File: config.mk
export PLATFORM = sky130hd
export DESIGN_NAME = nibbler_control_fsm
export DESIGN_NICKNAME = d
export VERILOG_FILES = /design/src/rtl/nibbler_pkg.sv /design/src/rtl/nibbler_decode.sv /design/src/rtl/nibbler_control_fsm.sv
export SDC_FILE = /design/constraint.sdc
export NUM_CORES = 1
export LEC_CHECK = 0
export ABC_AREA = 1
export CAP_MARGIN = 25
export CORE_MARGIN = 3
export CORE_UTILIZATION = 40
export DETAILED_ROUTE_END_ITERATION = 8
export GPL_ROUTABILITY_DRIVEN = 1
export PLACE_DENSITY = 0.73
export REMOVE_ABC_BUFFERS = 1
export SYNTH_ARGS = -nofsm -noshare
export SYNTH_HDL_FRONTEND = slang
export SYNTH_HIERARCHICAL = 1
export SYNTH_SLANG_ARGS = --single-unit
File: constraint.sdc
create_clock -name clk -period 1.6 [get_ports clk]
set_input_delay 0.32 -clock clk [delete_from_list [all_inputs] [get_ports clk]]
set_output_delay 0.32 -clock clk [all_outputs]
set_load 0.05 [all_outputs]
File: src/rtl/nibbler_pkg.sv
// Shared types, widths and ALU mode constants for the Nibbler control path.
package nibbler_pkg;

  localparam int unsigned ADDR_W  = 12;
  localparam int unsigned DATA_W  = 4;
  localparam int unsigned INSTR_W = 16;
  localparam int unsigned OPC_W   = INSTR_W - ADDR_W;
  localparam int unsigned PHASE_W = 2;
  localparam int unsigned ALU_S_W = 3;
  localparam int unsigned MODE_W  = ALU_S_W + 1;

  typedef enum logic [OPC_W-1:0] {
    OP_ADDI = 4'h0,
    OP_CMPI = 4'h1,
    OP_LIT  = 4'h2,
    OP_NORI = 4'h3,
    OP_ADDM = 4'h4,
    OP_CMPM = 4'h5,
    OP_LD   = 4'h6,
    OP_NORM = 4'h7,
    OP_ST   = 4'h8,
    OP_OUT  = 4'h9,
    OP_IN   = 4'hA,
    OP_JMP  = 4'hB,
    OP_JC   = 4'hC,
    OP_JNC  = 4'hD,
    OP_JZ   = 4'hE,
    OP_JNZ  = 4'hF
  } opcode_t;

  typedef enum logic [PHASE_W-1:0] {
    ST_FETCH   = 2'b00,
    ST_EXEC    = 2'b01,
    ST_WAIT_IN = 2'b10
  } ctrl_state_t;

  // ALU modes as {notCarryIn, S}; LIT and NOR ignore the carry-in bit.
  localparam logic [MODE_W-1:0]  ALU_PASS = 4'b1000;
  localparam logic [MODE_W-1:0]  ALU_CMP  = 4'b0001;
  localparam logic [ALU_S_W-1:0] ALU_LIT  = 3'b010;
  localparam logic [MODE_W-1:0]  ALU_ADD  = 4'b1011;
  localparam logic [ALU_S_W-1:0] ALU_NOR  = 3'b100;

  // Control bundle produced by the decoder for one cycle.
  typedef struct packed {
    logic [ALU_S_W-1:0] s;
    logic               notCarryIn;
    logic               notOeALU;
    logic               operandSel;
    logic               loadA;
    logic               notWeRAM;
    logic               notOeRAM;
    logic               loadOut;
    logic               inAck;
    logic               flagWe;
    logic               jumpTaken;
  } ctrl_t;

  localparam ctrl_t CTRL_IDLE = '{
    s:          3'b000,
    notCarryIn: 1'b1,
    notOeALU:   1'b1,
    operandSel: 1'b0,
    loadA:      1'b0,
    notWeRAM:   1'b1,
    notOeRAM:   1'b1,
    loadOut:    1'b0,
    inAck:      1'b0,
    flagWe:     1'b0,
    jumpTaken:  1'b0
  };

  // Ops whose ALU operand comes from RAM rather than the immediate.
  function automatic logic isMemOp(input opcode_t op);
    return (op == OP_ADDM) || (op == OP_CMPM) || (op == OP_LD) || (op == OP_NORM);
  endfunction

  // Ops that latch the ALU flags at the end of EXEC.
  function automatic logic updatesFlags(input opcode_t op);
    case (op)
      OP_ADDI, OP_CMPI, OP_NORI,
      OP_ADDM, OP_CMPM, OP_NORM: return 1'b1;
      default:                   return 1'b0;
    endcase
  endfunction

  // Jump decision from the flags latched by earlier instructions.
  function automatic logic isJumpTaken(input opcode_t op, input logic fNotC, input logic fNotZ);
    case (op)
      OP_JMP:  return 1'b1;
      OP_JC:   return !fNotC;
      OP_JNC:  return fNotC;
      OP_JZ:   return !fNotZ;
      OP_JNZ:  return fNotZ;
      default: return 1'b0;
    endcase
  endfunction

endpackage

File: src/rtl/nibbler_decode.sv
// Combinational decode of state + opcode into the per-cycle control bundle.
module nibbler_decode
  import nibbler_pkg::*;
(
  input  ctrl_state_t state,
  input  opcode_t     opcode,
  input  logic        flagNotC,
  input  logic        flagNotZ,
  input  logic        inValid,
  output ctrl_t       ctrl
);

  logic [MODE_W-1:0] aluMode;

  // Strobes are only ever active in EXEC or on the completing WAIT_IN cycle.
  always_comb begin
    ctrl    = CTRL_IDLE;
    aluMode = ALU_PASS;
    case (state)
      ST_EXEC: begin
        case (opcode)
          OP_ADDI, OP_ADDM: begin
            aluMode       = ALU_ADD;
            ctrl.loadA    = 1'b1;
            ctrl.notOeALU = 1'b0;
          end
          OP_CMPI, OP_CMPM: begin
            aluMode = ALU_CMP;
          end
          OP_LIT, OP_LD: begin
            aluMode       = {1'b1, ALU_LIT};
            ctrl.loadA    = 1'b1;
            ctrl.notOeALU = 1'b0;
          end
          OP_NORI, OP_NORM: begin
            aluMode       = {1'b1, ALU_NOR};
            ctrl.loadA    = 1'b1;
            ctrl.notOeALU = 1'b0;
          end
          OP_ST: begin
            aluMode       = ALU_PASS;
            ctrl.notWeRAM = 1'b0;
          end
          OP_OUT: begin
            ctrl.loadOut = 1'b1;
          end
          OP_IN: begin
            // Input data bypasses the ALU, so notOeALU stays inactive.
            if (inValid) begin
              ctrl.loadA = 1'b1;
              ctrl.inAck = 1'b1;
            end
          end
          default: begin
          end
        endcase
        if (isMemOp(opcode)) begin
          ctrl.operandSel = 1'b1;
          ctrl.notOeRAM   = 1'b0;
        end
        ctrl.flagWe    = updatesFlags(opcode);
        ctrl.jumpTaken = isJumpTaken(opcode, flagNotC, flagNotZ);
      end
      ST_WAIT_IN: begin
        if (inValid) begin
          ctrl.loadA = 1'b1;
          ctrl.inAck = 1'b1;
        end
      end
      default: begin
      end
    endcase
    ctrl.notCarryIn = aluMode[MODE_W-1];
    ctrl.s          = aluMode[ALU_S_W-1:0];
  end

endmodule

File: src/rtl/nibbler_control_fsm.sv
// Nibbler instruction sequencer: pc, ir, flag registers and fetch/exec FSM.
module nibbler_control_fsm
  import nibbler_pkg::*;
(
  input  logic               clk,
  input  logic               reset,
  input  logic [INSTR_W-1:0] instr,
  input  logic               aluNotC,
  input  logic               aluNotZ,
  input  logic               inValid,
  output logic [ADDR_W-1:0]  pc,
  output logic [ADDR_W-1:0]  ramAddr,
  output logic [ALU_S_W-1:0] S,
  output logic               notCarryIn,
  output logic               notOeALU,
  output logic               operandSel,
  output logic               loadA,
  output logic               notWeRAM,
  output logic               notOeRAM,
  output logic               loadOut,
  output logic               inAck,
  output logic               flagNotC,
  output logic               flagNotZ,
  output logic [PHASE_W-1:0] phase
);

  ctrl_state_t        state;
  ctrl_state_t        stateNext;
  logic [INSTR_W-1:0] ir;
  opcode_t            opcode;
  ctrl_t              ctrlDec;
  ctrl_t              ctrl;

  assign opcode = opcode_t'(ir[INSTR_W-1:ADDR_W]);

  nibbler_decode u_decode (
    .state    (state),
    .opcode   (opcode),
    .flagNotC (flagNotC),
    .flagNotZ (flagNotZ),
    .inValid  (inValid),
    .ctrl     (ctrlDec)
  );

  // Reset forces every strobe idle even in the cycle it is asserted.
  always_comb begin
    ctrl = ctrlDec;
    if (reset) begin
      ctrl = CTRL_IDLE;
    end
  end

  // State register.
  always_ff @(posedge clk) begin
    if (reset) begin
      state <= ST_FETCH;
    end else begin
      state <= stateNext;
    end
  end

  // Next-state: IN without data parks in WAIT_IN until inValid rises.
  always_comb begin
    stateNext = ST_FETCH;
    case (state)
      ST_FETCH: begin
        stateNext = ST_EXEC;
      end
      ST_EXEC: begin
        if ((opcode == OP_IN) && !inValid) begin
          stateNext = ST_WAIT_IN;
        end
      end
      ST_WAIT_IN: begin
        if (!inValid) begin
          stateNext = ST_WAIT_IN;
        end
      end
      default: begin
        stateNext = ST_FETCH;
      end
    endcase
  end

  // Program counter and instruction register; a taken jump overrides the fetch increment.
  always_ff @(posedge clk) begin
    if (reset) begin
      pc <= '0;
      ir <= '0;
    end else begin
      if (state == ST_FETCH) begin
        ir <= instr;
        pc <= pc + ADDR_W'(1);
      end
      if (ctrl.jumpTaken) begin
        pc <= ir[ADDR_W-1:0];
      end
    end
  end

  // Flag register, written only by flag-updating ALU ops at the end of EXEC.
  always_ff @(posedge clk) begin
    if (reset) begin
      flagNotC <= 1'b1;
      flagNotZ <= 1'b1;
    end else if (ctrl.flagWe) begin
      flagNotC <= aluNotC;
      flagNotZ <= aluNotZ;
    end
  end

  assign ramAddr    = ir[ADDR_W-1:0];
  assign phase      = state;
  assign S          = ctrl.s;
  assign notCarryIn = ctrl.notCarryIn;
  assign notOeALU   = ctrl.notOeALU;
  assign operandSel = ctrl.operandSel;
  assign loadA      = ctrl.loadA;
  assign notWeRAM   = ctrl.notWeRAM;
  assign notOeRAM   = ctrl.notOeRAM;
  assign loadOut    = ctrl.loadOut;
  assign inAck      = ctrl.inAck;

endmodule

==> results of run 1 <==
cells in the final DEF, fill, tap and decap left out, types with 5 or more instances in the layout:
cell type	Yosys	final
nand2_1	60	56
buf_4	15	39
inv_1	43	37
buf_12	0	31
nand3_1	33	29
dfxtp_1	32	27
nor2_1	34	20
clkdlybuf4s50_1	0	20
o21ai_0	19	15
nor2_2	5	10
nor2_4	1	10
inv_2	6	9
a21oi_1	10	7
clkbuf_8	0	5
repair_timing:
item,4_1_cts,5_1_grt
hold buffers,0,0
gates resized for setup,27,53
pin swaps,8,18
setup buffers,2,2
cloned,0,0
setup endpoints to repair,22,24
metal layers:
| layer | part of all wire, % | vias to the layer above | global-route usage, % |
|---|---|---|---|
| met1 | 41 | 1009 | 24.96 |
| met4 | 0.96 | 0 | 5.731 |
| li1 | - | 1066 | - |
| met3 | 6.3 | 7 | 5.270 |
| met5 | 0 | - | 0 |
| met2 | 52 | 88 | 37.66 |
how the worst max path moves through the flow:
stage / from / end / cells after the start
detailed placement: phase[0] / notCarryIn / 8
global placement: reset / notOeRAM / 4
global route: phase[1] / S[1] / 10
CTS: phase[0] / notCarryIn / 8
floorplan: phase[0] / loadA / 9
finish: phase[1] / S[1] / 10
kinds of logic (layout without fill, tap and decap cells):
logic type | Yosys count | after routing | synth area share, %
AOI/OAI and AO/OA | 36 | 36 | 10.86
xor gates and xnor gates | 1 | 1 | 0.4664
adders and majority gates | 3 | 3 | 1.999
buffers and inverters | 72 | 151 | 17.99
DFF | 32 | 32 | 34.11
and+or+nand+nor | 148 | 148 | 34.58
synth_stat cells:
library cell / number
a211oi_1: 1
a21oi_1: 10
a221oi_2: 1
a31oi_1: 2
buf_2: 3
buf_4: 15
buf_6: 1
clkbuf_1: 4
dfxtp_1: 32
ha_1: 3
inv_1: 43
inv_2: 6
nand2_1: 60
nand2_2: 2
nand3_1: 33
nand4_1: 4
nor2_1: 34
nor2_2: 5
nor2_4: 1
nor3_1: 4
o211ai_1: 2
o21ai_0: 19
o221ai_1: 1
or2_2: 5
xnor2_1: 1
power by group through the flow:
stage,Clock (W),Combinational (W),Sequential (W)
final,0.000595,0.000878,0.000924
after detailed placement,0,0.000767,0.000931
after global placement,0,0.000753,0.000929
after floorplan,0,0.000208,0.00109
after global routing,0.000638,0.000926,0.000932
after CTS,0.000597,0.000808,0.000917
state kept, by name, indices dropped and copies added, names as in the netlist:
| name | cells |
|---|---|
| pc | 12 |
| flagNotZ | 1 |
| ir | 16 |
| phase | 2 |
| flagNotC | 1 |
final cells by class:
| type | instances | area share, % |
|---|---|---|
| clock inverter | 1 | 0.1521 |
| inverter | 49 | 5.972 |
| multi-input combinational | 188 | 34.27 |
| clock buffer | 6 | 2.206 |
| sequential | 32 | 19.74 |
| timing repair buffer | 95 | 35.68 |
| tap | 52 | 1.978 |
stage by stage:
| stage | power (W) | setup slack (ns) | instance area, um2 |
|---|---|---|---|
| floorplan | 0.001299 | -0.7233 | 1724 |
| global placement | 0.001682 | -0.1142 | 2898 |
| detailed placement | 0.001698 | -0.1512 | 2898 |
| CTS | 0.002322 | -0.3064 | 3087 |
| global route | 0.002496 | -0.3981 | 3289 |
| finish | 0.002398 | -0.3138 | 3289 |
worst reg2reg max path: stages (launching register included):
cell,delay [ns]
dfxtp_2,0.32
inv_2,0.06
ha_4,0.15
nand2_4,0.07
buf_4,0.15
a21oi_2,0.09
nand2_1,0.07
inv_2,0.11
nand2_8,0.10
nand2_8,0.13
inv_8,0.07
nor2_4,0.08
nand3_2,0.06
a31oi_1,0.18
==> metrics.log, run 1 <==
[metrics] wire length of the first global-routing pass: 9.114 mm
[metrics] largest net degree at the start of global routing: 22
[metrics] register-to-register setup slack: -0.10 ns
[metrics] mean number of vias per cell: 5.130
[metrics] Reg-to-Reg Start: phase[1]
[metrics] Cell variety after synth: 25
[metrics] arrival time reported for the critical path endpoint: 1.59 ns
[metrics] detailed-route wire length: 5.945 mm
[metrics] Initial Utilization: 42.26%
[metrics] area of the placeable core: 0.004444 mm2
[metrics] Crit path buffers/inverters: 6
[metrics] total clock buffers created by CTS: 5
[metrics] CTS H-Tree Depth: 2
[metrics] CTS max path bufs: 2
[metrics] area fraction of the dominant cell type after synthesis: 34.11%
[metrics] Antenna Nets Post-Route: 0
[metrics] number of fillers in the final layout: 298
[metrics] slew of the pin with the lowest slew margin: 0.4364 ns
[metrics] IO Count: 60
[metrics] growth of design area from synthesis to finish: 75.15%
[metrics] number of cells in the design after placement: 412
[metrics] antenna violations before repair: 0
[metrics] CTS clk-pin slew, worst paths: 0.07 ns
[metrics] Fin Clk Skew: 0.007606 ns
[metrics] Reg area: 649.4 um2
[metrics] CP max-delay cell: dfxtp_2
[metrics] horizontal die dimension: 74.52 um
[metrics] yosys synthesis warning count: 6
[metrics] unrepaired setup endpoints after global routing: true
[metrics] post-route non-filler standard cell count: 423
[metrics] FP Rows: 24
[metrics] sequence of cells on the critical path: inv_2 > ha_4 > inv_2 > nor2_4 > inv_4 > buf_6 > nor2_2 > inv_1 > nor2_2 > buf_12
[metrics] switching component of the power: 0.0008568 W
[metrics] classification of the worst setup path: reg -> out
[metrics] total number of clock tree sinks: 32
[metrics] depth of the worst register-to-register path: 13
[metrics] Chip Height: 74.52 um
[metrics] destination of the worst register-to-register timing path: pc[7]
[metrics] violations in the final reports: setup timing
[metrics] sequential share of power: 38.6%
[metrics] post-DP HPWL: 3.986 mm
[metrics] remaining global-route overflow: 0
[metrics] Max-slew headroom: 70.80%
[metrics] overall routing resource usage: 21.07%
[metrics] vias in the first global route: 2041
[metrics] crit-path max cell delay: 0.32 ns
[metrics] Max Slew Vio Count: 0
[metrics] peak ir drop on the vdd network: 0.0005826 V
[metrics] sum of negative setup slack: -3.316 ns
[metrics] CP startpoint kind: flip-flop
[metrics] period utilization: 119.6%
[metrics] clock tree from TritonCTS: built
[metrics] number of synthesized register bits: 32
[metrics] crit end category: primary output
[metrics] DR vias: 2170
[metrics] upper clock frequency limit: 522.5 MHz
[metrics] library cell used as clock root buffer: clkbuf_8
[metrics] Worst EP required: 1.28 ns
[metrics] number of failing hold endpoints at the final stage: 0
[metrics] post-synthesis sequential area ratio: 34.11%
[metrics] utilization of the core after routing: 74.01%
[metrics] max-capacitance violation count: 0
[metrics] Comb pwr share: 36.6%
[metrics] drc violations: 0
[metrics] Lkg Pwr: 1.444 nW
[metrics] WL per Instance: 14.05 um
[metrics] Routability Congestion: 0.8477
[metrics] category of cells accounting for the largest share of critical-path delay: buffers and inverters
[metrics] net switching fraction of the power: 35.73%
[metrics] Mean Syn Cell Area: 6.432 um2
[metrics] cell depth of the worst hold path: 2
[metrics] leading post-synthesis cells by cell area: dfxtp_1 34%, nand2_1 12%, nand3_1 8.8%
[metrics] hold crit path type: reg -> reg
[metrics] shortest clock period the worst path allows after layout: 1.914 ns
[metrics] Cell Int Power: 0.001541 W
[metrics] peak fanout along the critical path: 4
[metrics] Cells after Synth: 292
[metrics] netlist area before placement: 0.001878 mm2
[metrics] DR iter-0 viols: 209
[metrics] outcome: finished, violations left
[metrics] leading area contributor after synthesis: dfxtp_1
[metrics] Power per Cell Area: 729.0 mW/mm2
[metrics] Worst Hold End: pc[4]
[metrics] worst hold margin: 0.4904 ns
[metrics] final net count: 395
[metrics] 1st-pass router iterations: 4
[metrics] antenna cells: 0
[metrics] source of the worst hold timing path: ir[4]
[metrics] fraction of layout instances using a drive strength above 1: 38.81%
[metrics] area of the multi-input gates: 0.001127 mm2
[metrics] total of buffers placed on input and output ports: 59
[metrics] clock latency on the worst-skew pair: 0.29 ns
[metrics] worst path setup slack after routing: -0.3138 ns
[metrics] share of power burned in the clock network: 24.8%
[metrics] total of endpoints with negative setup slack in the final report: 22
[metrics] Die Outline Area: 0.005553 mm2
(Power assumes the default switching activity.)
==> run 2: changes to the inputs <==
- CELL_PAD_IN_SITES_DETAIL_PLACEMENT: unset -> 0
- CELL_PAD_IN_SITES_GLOBAL_PLACEMENT: unset -> 1
- CORE_UTILIZATION: 40 -> 28
- CTS_CLUSTER_SIZE: unset -> 24
- PLACE_DENSITY: 0.73 -> unset
- PLACE_DENSITY_LB_ADDON: unset -> 0.1
==> run 2 against run 1 <==
Effect of this change:
- the flow still finishes with violations (setup timing)
- combinational power rose by 3.3%
- via count fell by 5.9%
- total power rose by 3.8%
- sequential cell count did not move
- clock skew rose by 0.0017 ns
- register-to-register slack got worse by 0.03 ns
- die area rose by 39%
- sequential share of layout area fell by 1.0 points
- non-clock buffer count rose by 5
- cell area rose by 5.3%
==> metrics.log, run 2 (synthesis gave the netlist of run 1 again) <==
[metrics] cell depth of the worst hold path: 2 (unchanged)
[metrics] final net count: 400 (was 395)
[metrics] top library cells by usage in the layout, fill and taps aside: 57 x nand2_1, 39 x buf_12, 35 x inv_1, 34 x buf_4, 32 x nand3_1 (was 56 x nand2_1, 39 x buf_4, 37 x inv_1, 31 x buf_12, 29 x nand3_1)
[metrics] pre-CTS setup slack: -0.2511 ns (was -0.1512 ns)
[metrics] Die Outline Area: 0.007726 mm2 (was 0.005553 mm2)
[metrics] slew of the pin with the lowest slew margin: 0.3352 ns (was 0.4364 ns)
[metrics] DR vias: 2042 (was 2170)
[metrics] max-capacitance violation count: 0 (unchanged)
[metrics] largest net degree at the start of global routing: 22 (unchanged)
[metrics] CTS clk-pin slew, worst paths: 0.07 ns (about the same)
[metrics] antenna violations before repair: 0 (unchanged)
[metrics] Initial Utilization: 29.24% (was 42.26%)
[metrics] library cell used as clock root buffer: clkbuf_8 (unchanged)
[metrics] WL per Instance: 12.48 um (was 14.05 um)
[metrics] violations in the final reports: setup timing (unchanged)
[metrics] horizontal die dimension: 87.90 um (was 74.52 um)
[metrics] outcome: finished, violations left (unchanged)
[metrics] detailed-route wire length: 5.665 mm (was 5.945 mm)
[metrics] number of failing hold endpoints at the final stage: 0 (unchanged)
[metrics] depth of the worst register-to-register path: 14 (was 13)
[metrics] arrival time reported for the critical path endpoint: 1.58 ns (was 1.59 ns)
[metrics] FP Rows: 29 (was 24)
[metrics] Chip Height: 87.90 um (was 74.52 um)
[metrics] CTS H-Tree Depth: 2 (unchanged)
[metrics] DR iter-0 viols: 41 (was 209)
[metrics] area of the placeable core: 0.006422 mm2 (was 0.004444 mm2)
[metrics] mean number of vias per cell: 4.498 (was 5.130)
[metrics] period utilization: 119.0% (was 119.6%)
[metrics] number of cells in the design after placement: 439 (was 412)
[metrics] Lkg Pwr: 1.515 nW (was 1.444 nW)
[metrics] sum of negative setup slack: -3.688 ns (was -3.316 ns)
[metrics] total of endpoints with negative setup slack in the final report: 23 (was 22)
[metrics] utilization of the core after routing: 53.95% (was 74.01%)
[metrics] wire length of the first global-routing pass: 9.108 mm (was 9.114 mm)
[metrics] total clock buffers created by CTS: 5 (unchanged)
[metrics] flip-flop count of the largest register after layout: 16 (unchanged)
[metrics] Post-Layout Inst Area: 0.003465 mm2 (was 0.003289 mm2)
[metrics] Worst EP required: 1.28 ns (about the same)
[metrics] CP startpoint kind: flip-flop (unchanged)
[metrics] clock latency on the worst-skew pair: 0.29 ns (about the same)
[metrics] antenna cells: 0 (unchanged)
[metrics] commonest non-fill, non-tap cell in the layout: nand2_1 (unchanged)
[metrics] 1st-pass router iterations: 5 (was 4)
[metrics] overall routing resource usage: 14.91% (was 21.07%)
[metrics] CTS max path bufs: 2 (unchanged)
[metrics] vias in the first global route: 1959 (was 2041)
[metrics] crit end category: primary output (unchanged)
[metrics] unrepaired setup endpoints after global routing: true (unchanged)
[metrics] Fin Clk Skew: 0.009272 ns (was 0.007606 ns)
[metrics] Max-slew headroom: 77.57% (was 70.80%)
[metrics] Cell Area, Placed: 0.003044 mm2 (was 0.002898 mm2)
[metrics] peak ir drop on the vdd network: 0.0003567 V (was 0.0005826 V)
[metrics] Antenna Nets Post-Route: 0 (unchanged)
[metrics] IO Count: 60 (unchanged)
[metrics] total number of clock tree sinks: 32 (unchanged)
[metrics] post-DP HPWL: 4.273 mm (was 3.986 mm)
[metrics] upper clock frequency limit: 525.4 MHz (was 522.5 MHz)
[metrics] drc violations: 0 (unchanged)
[metrics] hold crit path type: reg -> reg (unchanged)
[metrics] growth of design area from synthesis to finish: 84.48% (was 75.15%)
[metrics] post-route non-filler standard cell count: 454 (was 423)
[metrics] fraction of layout instances using a drive strength above 1: 38.46% (was 38.81%)
[metrics] clock tree from TritonCTS: built (unchanged)
[metrics] Power per Cell Area: 718.2 mW/mm2 (was 729.0 mW/mm2)
[metrics] largest reg by FF count: ir (unchanged)
[metrics] Routability Congestion: 0.7515 (was 0.8477)
[metrics] shortest clock period the worst path allows after layout: 1.903 ns (was 1.914 ns)
[metrics] total of buffers placed on input and output ports: 59 (unchanged)
[metrics] remaining global-route overflow: 0 (unchanged)
[metrics] Max Slew Vio Count: 0 (unchanged)
[metrics] worst path setup slack after routing: -0.3032 ns (was -0.3138 ns)
[metrics] peak fanout along the critical path: 4 (unchanged)
[metrics] # hold bufs at CTS: 0 (unchanged)
[metrics] classification of the worst setup path: reg -> out (unchanged)
==> run 2: cell count changes in the layout (fill, tap and decap cells not counted), sizes merged <==
cell    previous run  this run
buf               75        79
clkbuf             6         7
clkinv             1         2
==> run 2: final timing paths <==
kind              startpoint       end  slack [ns]
setup / recovery    phase[1]  notOeRAM       -0.30
hold / removal         ir[4]     pc[4]        0.50
setup reg to reg    phase[1]     pc[6]       -0.13
hold reg to reg        ir[4]     pc[4]        0.50
==> run 2: stage by stage <==
stage	hold slack, ns	total power, W
2_1_floorplan	0.3891	0.001299
3_3_place_gp	0.4812	0.001756
3_5_place_dp	0.4870	0.001759
4_1_cts	0.5012	0.002444
5_1_grt	0.5467	0.002615
6_report	0.4958	0.002488
==> run 2: what timing repair did <==
item | in CTS | in global routing
endpoints found under the setup margin | 23 | 23
resized for setup | 31 | 46
hold endpoints to repair | 0 | 0
gates cloned | 0 | 1
pin swaps | 11 | 17
setup buffers | 1 | 5
==> run 2: critical path: stages (launching register included) <==
cell     delay [ns]
dfxtp_2        0.32
inv_2          0.06
ha_4           0.16
inv_4          0.04
nor2_4         0.13
inv_4          0.07
nor2_4         0.09
inv_1          0.04
or2_4          0.23
buf_12         0.15
==> run 2: area by class of cell <==
class	count	area (um2)
clock buffers	6	82.58
clock inverters	2	10.01
fillers	626	2958
inverters	49	196.4
multi-input cells	188	1099
flip-flops and latches	32	648.1
well taps	77	96.34
repair buffers	100	1333
==> run 2: routing by layer <==
layer	GRT usage [%]	vias to the layer above	routed length [um]	part of all wire [%]
met5	0	-	0	0
met4	4.184	0	66	1.2
met3	3.293	6	197	3.5
met2	25.41	39	2874	51
met1	18.90	925	2527	45
li1	-	1072	-	-
==> run 2: power breakdown <==
| part | internal, W | switching, W | leakage, nW | total [W] |
|---|---|---|---|---|
| sequential | 0.000856 | 0.0000742 | 0.265 | 0.000930 |
| clock | 0.000343 | 0.000308 | 0.0510 | 0.000651 |
| combinational | 0.000430 | 0.000477 | 1.20 | 0.000907 |
| total | 0.00163 | 0.000859 | 1.52 | 0.00249 |
